`config.mk`:
```
export PLATFORM = sky130hd
export DESIGN_NAME = simple_axi_arbiter
export DESIGN_NICKNAME = d
export VERILOG_FILES = /design/src/rtl/simple_axi_arb_pkg.sv /design/src/rtl/simple_axi_rr_arbiter.sv /design/src/rtl/simple_axi_arbiter.sv
export SDC_FILE = /design/constraint.sdc
export NUM_CORES = 1
export LEC_CHECK = 0
export ABC_AREA = 1
export CAP_MARGIN = 30
export CORE_AREA = 5 5 257 259
export CTS_CLUSTER_SIZE = 25
export DETAILED_ROUTE_END_ITERATION = 10
export DIE_AREA = 0 0 262 264
export GPL_ROUTABILITY_DRIVEN = 0
export PLACE_DENSITY = 0.36
export SYNTH_ARGS = -nofsm -noshare
export SYNTH_HDL_FRONTEND = slang
export SYNTH_SLANG_ARGS = --single-unit
```
`constraint.sdc`:
```
create_clock -name clk_i -period 2.7 [get_ports clk_i]
set_input_delay 0.81 -clock clk_i [delete_from_list [all_inputs] [get_ports clk_i]]
set_output_delay 0.81 -clock clk_i [all_outputs]
set_load 0.01 [all_outputs]
```
`src/rtl/simple_axi_arb_pkg.sv`:
```
// simple_axi_arb_pkg: shared sizes, channel state type and the round-robin pick function
// for simple_axi_arbiter.
//   NUM_REQ_DEF  default requester count
//   GRANT_W      grant index width for the default requester count
//   MAX_REQ      largest supported requester count
//   chan_state_e per-channel arbitration state {IDLE, BUSY}
//   rr_pick      first set valid bit scanning upward from ptr with wrap
package simple_axi_arb_pkg;

    localparam int NUM_REQ_DEF = 4;
    localparam int GRANT_W     = $clog2(NUM_REQ_DEF);
    localparam int MAX_REQ     = 16;

    typedef enum logic {
        IDLE = 1'b0,
        BUSY = 1'b1
    } chan_state_e;

    // Candidates are visited from the farthest offset down to ptr itself, so the
    // nearest valid requester at or after ptr is the last (winning) assignment.
    function automatic int rr_pick(input logic [MAX_REQ-1:0] valid, input int ptr, input int n);
        int idx;
        rr_pick = 0;
        for (int k = MAX_REQ - 1; k >= 0; k--) begin
            idx = (ptr + k) % n;
            if (k < n && valid[idx]) rr_pick = idx;
        end
    endfunction

endpackage

```
`src/rtl/simple_axi_rr_arbiter.sv`:
```
// simple_axi_rr_arbiter: one channel's grant FSM; picks a requester in IDLE and
// locks it in BUSY until the final accepted beat.
//   clk_i      clock
//   rst_n_i    asynchronous active-low reset
//   i_valid    per-requester request
//   i_release  final beat accepted for the current grant
//   o_grant_q  registered grant index
//   o_busy     channel holds a grant
// Macro SIMPLE_AXI_ARB_FIXED_PRIO_EN: when defined the pointer stays at 0, giving
// fixed priority with the lowest index winning.
module simple_axi_rr_arbiter
    import simple_axi_arb_pkg::*;
#(
    parameter int NUM_REQ = NUM_REQ_DEF,
    parameter int GW      = $clog2(NUM_REQ)
) (
    input  logic               clk_i,
    input  logic               rst_n_i,
    input  logic [NUM_REQ-1:0] i_valid,
    input  logic               i_release,
    output logic [GW-1:0]      o_grant_q,
    output logic               o_busy
);

    chan_state_e   r_state, w_state_nxt;
    logic [GW-1:0] r_grant, w_grant_nxt;
    logic [GW-1:0] r_ptr, w_ptr_nxt;

    always_ff @(posedge clk_i or negedge rst_n_i) begin
        if (!rst_n_i) begin
            r_state <= IDLE;
            r_grant <= '0;
            r_ptr   <= '0;
        end else begin
            r_state <= w_state_nxt;
            r_grant <= w_grant_nxt;
            r_ptr   <= w_ptr_nxt;
        end
    end

    // A request raised during the release cycle is only seen once back in IDLE,
    // which yields exactly one idle cycle between bursts.
    always_comb begin
        w_state_nxt = r_state;
        w_grant_nxt = r_grant;
        w_ptr_nxt   = r_ptr;
        if (r_state == IDLE) begin
            if (|i_valid) begin
                w_state_nxt = BUSY;
                w_grant_nxt = GW'(rr_pick(MAX_REQ'(i_valid), int'(r_ptr), NUM_REQ));
            end
        end else if (i_release) begin
            w_state_nxt = IDLE;
`ifdef SIMPLE_AXI_ARB_FIXED_PRIO_EN
            w_ptr_nxt   = '0;
`else
            w_ptr_nxt   = (r_grant == GW'(NUM_REQ - 1)) ? '0 : r_grant + 1'b1;
`endif
        end
    end

    assign o_grant_q = r_grant;
    assign o_busy    = (r_state == BUSY);

endmodule

```
`src/rtl/simple_axi_arbiter.sv`:
```
// simple_axi_arbiter: shares one simple-AXI master port between NUM_REQ requesters,
// write and read channels arbitrated independently with burst-locked grants.
//   clk_i, rst_n_i                        clock, asynchronous active-low reset
//   req_w*_i / req_wready_o, req_wlast_o  per-requester write side (flattened slices)
//   req_r*_i / req_rready_o, req_rlast_o  per-requester read side, req_rdata_o broadcast
//   m_w*_o / m_wready_i, m_wlast_i        converter write port
//   m_r*_o / m_rready_i, m_rlast_i, m_rdata_i  converter read port
// Macro SIMPLE_AXI_ARB_FIXED_PRIO_EN: fixed priority (lowest index) instead of round-robin.
module simple_axi_arbiter
    import simple_axi_arb_pkg::*;
#(
    parameter int NUM_REQ    = NUM_REQ_DEF,
    parameter int AXI_ADDR_W = 32,
    parameter int AXI_DATA_W = 32,
    parameter int LEN_W      = 8
) (
    input  logic                            clk_i,
    input  logic                            rst_n_i,
    input  logic [NUM_REQ-1:0]              req_wvalid_i,
    output logic [NUM_REQ-1:0]              req_wready_o,
    input  logic [NUM_REQ*AXI_ADDR_W-1:0]   req_waddr_i,
    input  logic [NUM_REQ*AXI_DATA_W-1:0]   req_wdata_i,
    input  logic [NUM_REQ*AXI_DATA_W/8-1:0] req_wstrb_i,
    input  logic [NUM_REQ*LEN_W-1:0]        req_wlen_i,
    output logic [NUM_REQ-1:0]              req_wlast_o,
    input  logic [NUM_REQ-1:0]              req_rvalid_i,
    output logic [NUM_REQ-1:0]              req_rready_o,
    input  logic [NUM_REQ*AXI_ADDR_W-1:0]   req_raddr_i,
    input  logic [NUM_REQ*LEN_W-1:0]        req_rlen_i,
    output logic [AXI_DATA_W-1:0]           req_rdata_o,
    output logic [NUM_REQ-1:0]              req_rlast_o,
    output logic                            m_wvalid_o,
    output logic [AXI_ADDR_W-1:0]           m_waddr_o,
    output logic [AXI_DATA_W-1:0]           m_wdata_o,
    output logic [AXI_DATA_W/8-1:0]         m_wstrb_o,
    output logic [LEN_W-1:0]                m_wlen_o,
    input  logic                            m_wready_i,
    input  logic                            m_wlast_i,
    output logic                            m_rvalid_o,
    output logic [AXI_ADDR_W-1:0]           m_raddr_o,
    output logic [LEN_W-1:0]                m_rlen_o,
    input  logic                            m_rready_i,
    input  logic                            m_rlast_i,
    input  logic [AXI_DATA_W-1:0]           m_rdata_i
);

    localparam int GW = $clog2(NUM_REQ);
    localparam int SW = AXI_DATA_W / 8;

    logic [GW-1:0] w_wgrant, w_rgrant;
    logic          w_wbusy, w_rbusy;
    logic          w_wrel, w_rrel;
    logic [NUM_REQ-1:0] w_wsel, w_rsel;

    assign w_wrel = w_wbusy & m_wready_i & m_wlast_i;
    assign w_rrel = w_rbusy & m_rready_i & m_rlast_i;

    simple_axi_rr_arbiter #(.NUM_REQ(NUM_REQ), .GW(GW)) u_warb (
        .clk_i     (clk_i),
        .rst_n_i   (rst_n_i),
        .i_valid   (req_wvalid_i),
        .i_release (w_wrel),
        .o_grant_q (w_wgrant),
        .o_busy    (w_wbusy)
    );

    simple_axi_rr_arbiter #(.NUM_REQ(NUM_REQ), .GW(GW)) u_rarb (
        .clk_i     (clk_i),
        .rst_n_i   (rst_n_i),
        .i_valid   (req_rvalid_i),
        .i_release (w_rrel),
        .o_grant_q (w_rgrant),
        .o_busy    (w_rbusy)
    );

    // One-hot select of the granted requester, all-zero while the channel is idle,
    // so every demuxed response and every muxed request is gated by a single term.
    assign w_wsel = w_wbusy ? (NUM_REQ'(1) << w_wgrant) : '0;
    assign w_rsel = w_rbusy ? (NUM_REQ'(1) << w_rgrant) : '0;

    assign m_wvalid_o = |(w_wsel & req_wvalid_i);
    assign m_waddr_o  = w_wbusy ? req_waddr_i[w_wgrant*AXI_ADDR_W +: AXI_ADDR_W] : '0;
    assign m_wdata_o  = w_wbusy ? req_wdata_i[w_wgrant*AXI_DATA_W +: AXI_DATA_W] : '0;
    assign m_wstrb_o  = w_wbusy ? req_wstrb_i[w_wgrant*SW +: SW] : '0;
    assign m_wlen_o   = w_wbusy ? req_wlen_i[w_wgrant*LEN_W +: LEN_W] : '0;

    assign req_wready_o = m_wready_i ? w_wsel : '0;
    assign req_wlast_o  = m_wlast_i ? w_wsel : '0;

    assign m_rvalid_o = |(w_rsel & req_rvalid_i);
    assign m_raddr_o  = w_rbusy ? req_raddr_i[w_rgrant*AXI_ADDR_W +: AXI_ADDR_W] : '0;
    assign m_rlen_o   = w_rbusy ? req_rlen_i[w_rgrant*LEN_W +: LEN_W] : '0;

    assign req_rready_o = m_rready_i ? w_rsel : '0;
    assign req_rlast_o  = m_rlast_i ? w_rsel : '0;
    assign req_rdata_o  = w_rbusy ? m_rdata_i : '0;

endmodule

```
Word level (Yosys, flattened, before mapping)
Cells that the tools add are included.
{"block": "classes", "n_addsub": 8, "n_reduce_logical": 14, "n_eq_ne": 2, "mul": 0, "shift": 8, "div": 0, "n_bitwise": 14, "magnitude_cmp": 8, "n_mux": 51}
{"cell": "$shiftx 128x8->32", "count": 3}
{"cell": "$mux 32", "count": 4}
{"cell": "$shiftx 32x6->8", "count": 2}
{"cell": "$lt 3x6->1 const B", "count": 6}
{"cell": "$mux 4", "count": 7}
{"cell": "$mux 1", "count": 20}
{"cell": "$mux 2", "count": 10}
{"cell": "$bmux 1 s3", "count": 6}
{"cell": "$mux 8", "count": 2}
{"cell": "$reduce_or 4->1", "count": 4}
{"cell": "$shiftx 16x5->4", "count": 1}
{"cell": "$reduce_or 2->1", "count": 6}
{"cell": "$lt 2x5->1 const B", "count": 2}
{"cell": "$add 2x1->2 const B", "count": 4}
{"cell": "$add 2x2->2 const B", "count": 4}
{"cell": "$and 4x4->4", "count": 2}
{"cell": "$reduce_and 2->1", "count": 4}
{"cell": "$shl 1x2->4 const A", "count": 2}
{"cell": "$and 1x1->1 const A", "count": 6}
{"cell": "$and 1x1->1", "count": 4}
{"cell": "$bmux 1 s2", "count": 2}
{"cell": "$eq 2x2->1 const B", "count": 2}
{"cell": "$not 1->1", "count": 2}
{"block": "totals", "mem_bits_rw": 0, "in_bits": 510, "n_memories": 0, "latchBits": 0, "reg_bits": 10, "out_inout_bits": 166, "mem_bits_ro": 0, "wordCells": 111}

Logic depth before layout (Yosys ltp)
{"block": "logic_depth", "ltp_word": 10, "ltp_mapped": 12, "mapped_depth_nobuf": 11}

Cells and area by module
Synthesis repeated with hierarchy kept, for this count alone.
{"block": "unflattened", "cells_unflattened": 1288, "hier_area_um2": 5899.4}
{"module": "simple_axi_arbiter", "cells_per_inst": 1164, "area_each_um2": 5076.1, "seq_area_each_um2": 0.0, "n_inst": 1}
{"module": "simple_axi_rr_arbiter", "cells_per_inst": 62, "area_each_um2": 411.6, "seq_area_each_um2": 125.1, "n_inst": 2}

Worst setup path after synthesis
No wires, ideal clock.
{"block": "synth_timing", "kind": "reg2out", "from": "register u_warb.r_grant[0], in the netlist u_warb.o_grant_q[0]", "to": "output port req_wlast_o[0]", "t_arrival_ns": 1.324, "stages_incl_launch_ff": 8, "slack_ns": 0.566, "n_path_buf": 3, "required_ns": 1.890, "cell_sequence": "dfrtp_1 -> buf_6 -> inv_4 -> buf_4 -> buf_2 -> ha_1 -> inv_1 -> nor2_1"}
{"block": "synth_via", "elab_chain_cells": 3}
{"item": "from (decl)", "line": "simple_axi_rr_arbiter.sv:26", "text": "logic [GW-1:0] r_grant, w_grant_nxt;"}
{"item": "from (signal assigned)", "line": "simple_axi_rr_arbiter.sv:36", "text": "r_grant <= w_grant_nxt;"}
{"item": "$shl 1x2->4", "line": "simple_axi_arbiter.sv:78", "text": "assign w_wsel = w_wbusy ? (NUM_REQ'(1) << w_wgrant) : '0;"}
{"item": "$mux 4", "line": "simple_axi_arbiter.sv:78"}
{"item": "$mux 4", "line": "simple_axi_arbiter.sv:88", "text": "assign req_wlast_o = m_wlast_i ? w_wsel : '0;"}
{"item": "to (decl)", "line": "simple_axi_arbiter.sv:25", "text": "output logic [NUM_REQ-1:0] req_wlast_o,"}
Every way passes these cells.

Final worst setup path
{"block": "layout_timing", "from": "register u_warb.r_grant[0], in the netlist u_warb.o_grant_q[0]", "to": "output port m_waddr_o[9]"}
{"block": "layout_via", "elab_chain_cells": 2}
{"item": "$shiftx 128x8->32", "line": "simple_axi_arbiter.sv:82", "text": "assign m_waddr_o = w_wbusy ? req_waddr_i[w_wgrant*AXI_ADDR_W +: AXI_ADDR_W] : '0;"}
{"item": "$mux 32", "line": "simple_axi_arbiter.sv:82"}
{"item": "to (decl)", "line": "simple_axi_arbiter.sv:33", "text": "output logic [AXI_ADDR_W-1:0] m_waddr_o,"}
Every way passes these cells.

==> results.json <==
{
  "status": "complete, no violations",
  "start_kind": "flip-flop",
  "grt_max_degree": 47,
  "first_pass_iters": 5,
  "dieWidth_um": 262,
  "antenna_found_initial": 24,
  "drive_above_1_share_pct": 17.13,
  "fmax_mhz": 375.9,
  "ant_nets": 0,
  "row_count": 93,
  "path_clk_slew_ns": 0.04,
  "vias": 10370,
  "numCtsBuffers": 3,
  "dp_hpwl_um": 44320,
  "slowest_delay_ns": 0.56,
  "fin_cells": 2721,
  "post_drt_wl_per_cell_um": 19.47,
  "yosysWarningCount": 0,
  "fin_util_pct": 21.85,
  "h-tree-depth": 1,
  "cts_tree": "yes",
  "cp_max_fo": 12,
  "grt_pass1_vias": 10660,
  "cts_root_buf": "clkbuf_16",
  "dp_cells": 2684,
  "synthCells": 1153,
  "io_buffers": 675,
  "fin_setup_tns_ns": 0,
  "drt_iter0_drc": 468,
  "ioPinCount": 676,
  "end_kind": "output pin",
  "synth.cell_area_mm2": 0.005250,
  "drt-vias-per-instance": 3.811,
  "tightest_slew_ns": 0.4576,
  "relSlewSlack_pct": 69.17,
  "worstSkewPairLatency_ns": 0.24,
  "yosysSeqAreaShare_pct": 4.766,
  "maxSlewViolCount": 0,
  "criticalPathCategory": "reg2out",
  "grt.overflow.total": 0,
  "finalWirelength_um": 52980,
  "stdcell_area_mm2": 0.01391,
  "finalCritPeriodShare_pct": 98.53,
  "nets": 2375,
  "irDropWorstVdd_uv": 293.9,
  "hp-class": "reg2reg",
  "syn_area_per_cell_um2": 4.553,
  "yosysTopAreaCell": "nor2_1",
  "fin_crit_ns": 2.660,
  "die-area_mm2": 0.06917,
  "multi_input_comb_area_mm2": 0.004512,
  "netlist_top_cells_count": "nor2_1, o21ai_0, a21oi_1",
  "async_flop_share_pct": 100.0,
  "hold_buffers": 0,
  "cts_buffer_depth": 2,
  "cpLargestDelayFamily": "buffers and inverters",
  "fin_skew_ns": 0.0004599,
  "drc": 0,
  "synth-edff-count": 0,
  "cts_sinks": 10,
  "synth.ff_latch_count": 10,
  "grt_pass1_wl_um": 72730,
  "rsz0062_at_grt": "yes",
  "die_h_um": 264,
  "core-area_mm2": 0.06365,
  "placed_cell_area_mm2": 0.01363,
  "synth_nets": 1671,
  "report.power.total_mw": 12.70,
  "worst-path-buf-inv": 4,
  "leakage_nw": 6.243,
  "crit_slowest_cell": "dfrtp_4",
  "synth_top_area_share_pct": 34.60,
  "required_ns": 1.89,
  "yosys.cell_count.top_type": "nor2_1",
  "setup_viol": 0,
  "grtUsageTotal_pct": 13.90,
  "yosys-top-cells-area": "nor2_1, o21ai_0, a21oi_1, nand2_1, o21ai_1",
  "synthToLayoutAreaGrowth_pct": 164.9,
  "nFillCells": 7388,
  "crit_arrival_ns": 1.85,
  "start_util_pct": 8.248,
  "path_cells": "buf_12 -> buf_12 -> clkbuf_16 -> nor2_1 -> nor2_1 -> o21ai_0 -> a21oi_1 -> buf_2",
  "p_per_area_mw_per_mm2": 913.3,
  "ys.flop_type": "dfrtp_1",
  "hold_viol_final": 0,
  "seqCellArea_um2": 259.0,
  "cap_violations": 0,
  "synth_cell_type_count": 20
}
[cells by family (layout without fill, tap and decap cells)]
logic type	after synthesis	in the layout	synth area share, %
AND/OR/NAND/NOR	614	614	44.76
AO/OA/AOI/OAI	360	360	34.37
buffers and inverters	161	864	14.20
flip-flops	10	10	4.766
adder cells (fa/ha/maj)	8	8	1.907
other	0	10	0
[flip-flops by register name, indices dropped and copies added (netlist names)]
name              count
u_warb.r_ptr          2
u_rarb.o_grant_q      2
u_rarb.o_busy         1
u_warb.o_grant_q      2
u_warb.o_busy         1
u_rarb.r_ptr          2
[worst register-to-register path, delay by kind of cell, from the launching register on]
| family | cells | cell delay, ns |
|---|---|---|
| AOI/OAI and AO/OA | 1 | 0.08 |
| adders and majority gates | 1 | 0.16 |
| DFF | 1 | 0.56 |
| and+or+nand+nor | 1 | 0.07 |
| buffers and inverters | 4 | 0.53 |
[layout make-up]
type                       count  share of cell area, %
antenna                       10                 0.1799
clock buffer                   4                 0.5667
inverter                      66                  1.853
multi-input combinational    982                  32.44
sequential                    10                  1.862
tap                          855                  7.691
timing repair buffer         794                  55.41
[timing repair]
| action | in CTS | in global routing |
|---|---|---|
| setup endpoints to repair | 166 | 94 |
| gates resized for setup | 543 | 162 |
| cloned | 5 | 1 |
| pin swaps | 57 | 90 |
| buffers inserted | 9 | 11 |
[layer usage]
layer | share of wire, % | vias to the layer above | global-route usage (%)
met2 | 52 | 517 | 26.39
met3 | 9.7 | 72 | 4.721
li1 | - | 5134 | -
met4 | 2.4 | 8 | 3.363
met1 | 36 | 4639 | 14.60
met5 | 0.10 | - | 0
[cells in the final DEF (no fill, tap or decap), drive strengths merged]
cell type        n
o21ai          240
ha               8
a21oi          118
clkdlybuf4s15    3
clkdlybuf4s50  457
a31oi            2
clkbuf          20
dlymetal6s2s    30
nand3           32
dfrtp           10
diode           10
buf            224
nand2           96
inv             66
nand4            2
dlygate4sd2     62
nor2           484
bufbuf           2
[per-stage QoR]
| stage | worst slack, ns | hold slack, ns |
|---|---|---|
| global route | -0.04009 | 0.7120 |
| floorplan | 0.5661 | 0.5144 |
| detailed placement | -0.9025 | 0.6765 |
| global placement | -0.9111 | 0.7036 |
| CTS | -0.05409 | 0.6869 |
| finish | 0.03964 | 0.6871 |
[where the power goes]
group	switching, mW	leakage, nW	internal (mW)
clock network	0.0811	0.0382	0.199
registers	0.146	0.114	0.236
logic	6.66	6.09	5.38
[path summary, 6_finish.rpt]
| path | startpoint | endpoint | slack, ns | depth (start not counted) |
|---|---|---|---|---|
| worst max register to register | u_warb.o_grant_q[0] | u_warb.r_ptr[0] | 1.22 | 7 |
| worst max-delay path | u_warb.o_grant_q[0] | m_waddr_o[9] | 0.04 | 8 |
| worst min register to register | u_warb.o_grant_q[0] | u_warb.o_grant_q[0] | 0.69 | 2 |
| min in group asynchronous | rst_n_i | u_rarb.r_ptr[0] | 0.89 | 2 |
| worst min-delay path | u_warb.o_grant_q[0] | u_warb.o_grant_q[0] | 0.69 | 2 |
| max in group asynchronous | rst_n_i | u_warb.o_grant_q[1] | 1.62 | 2 |
(Power assumes the default switching activity.)
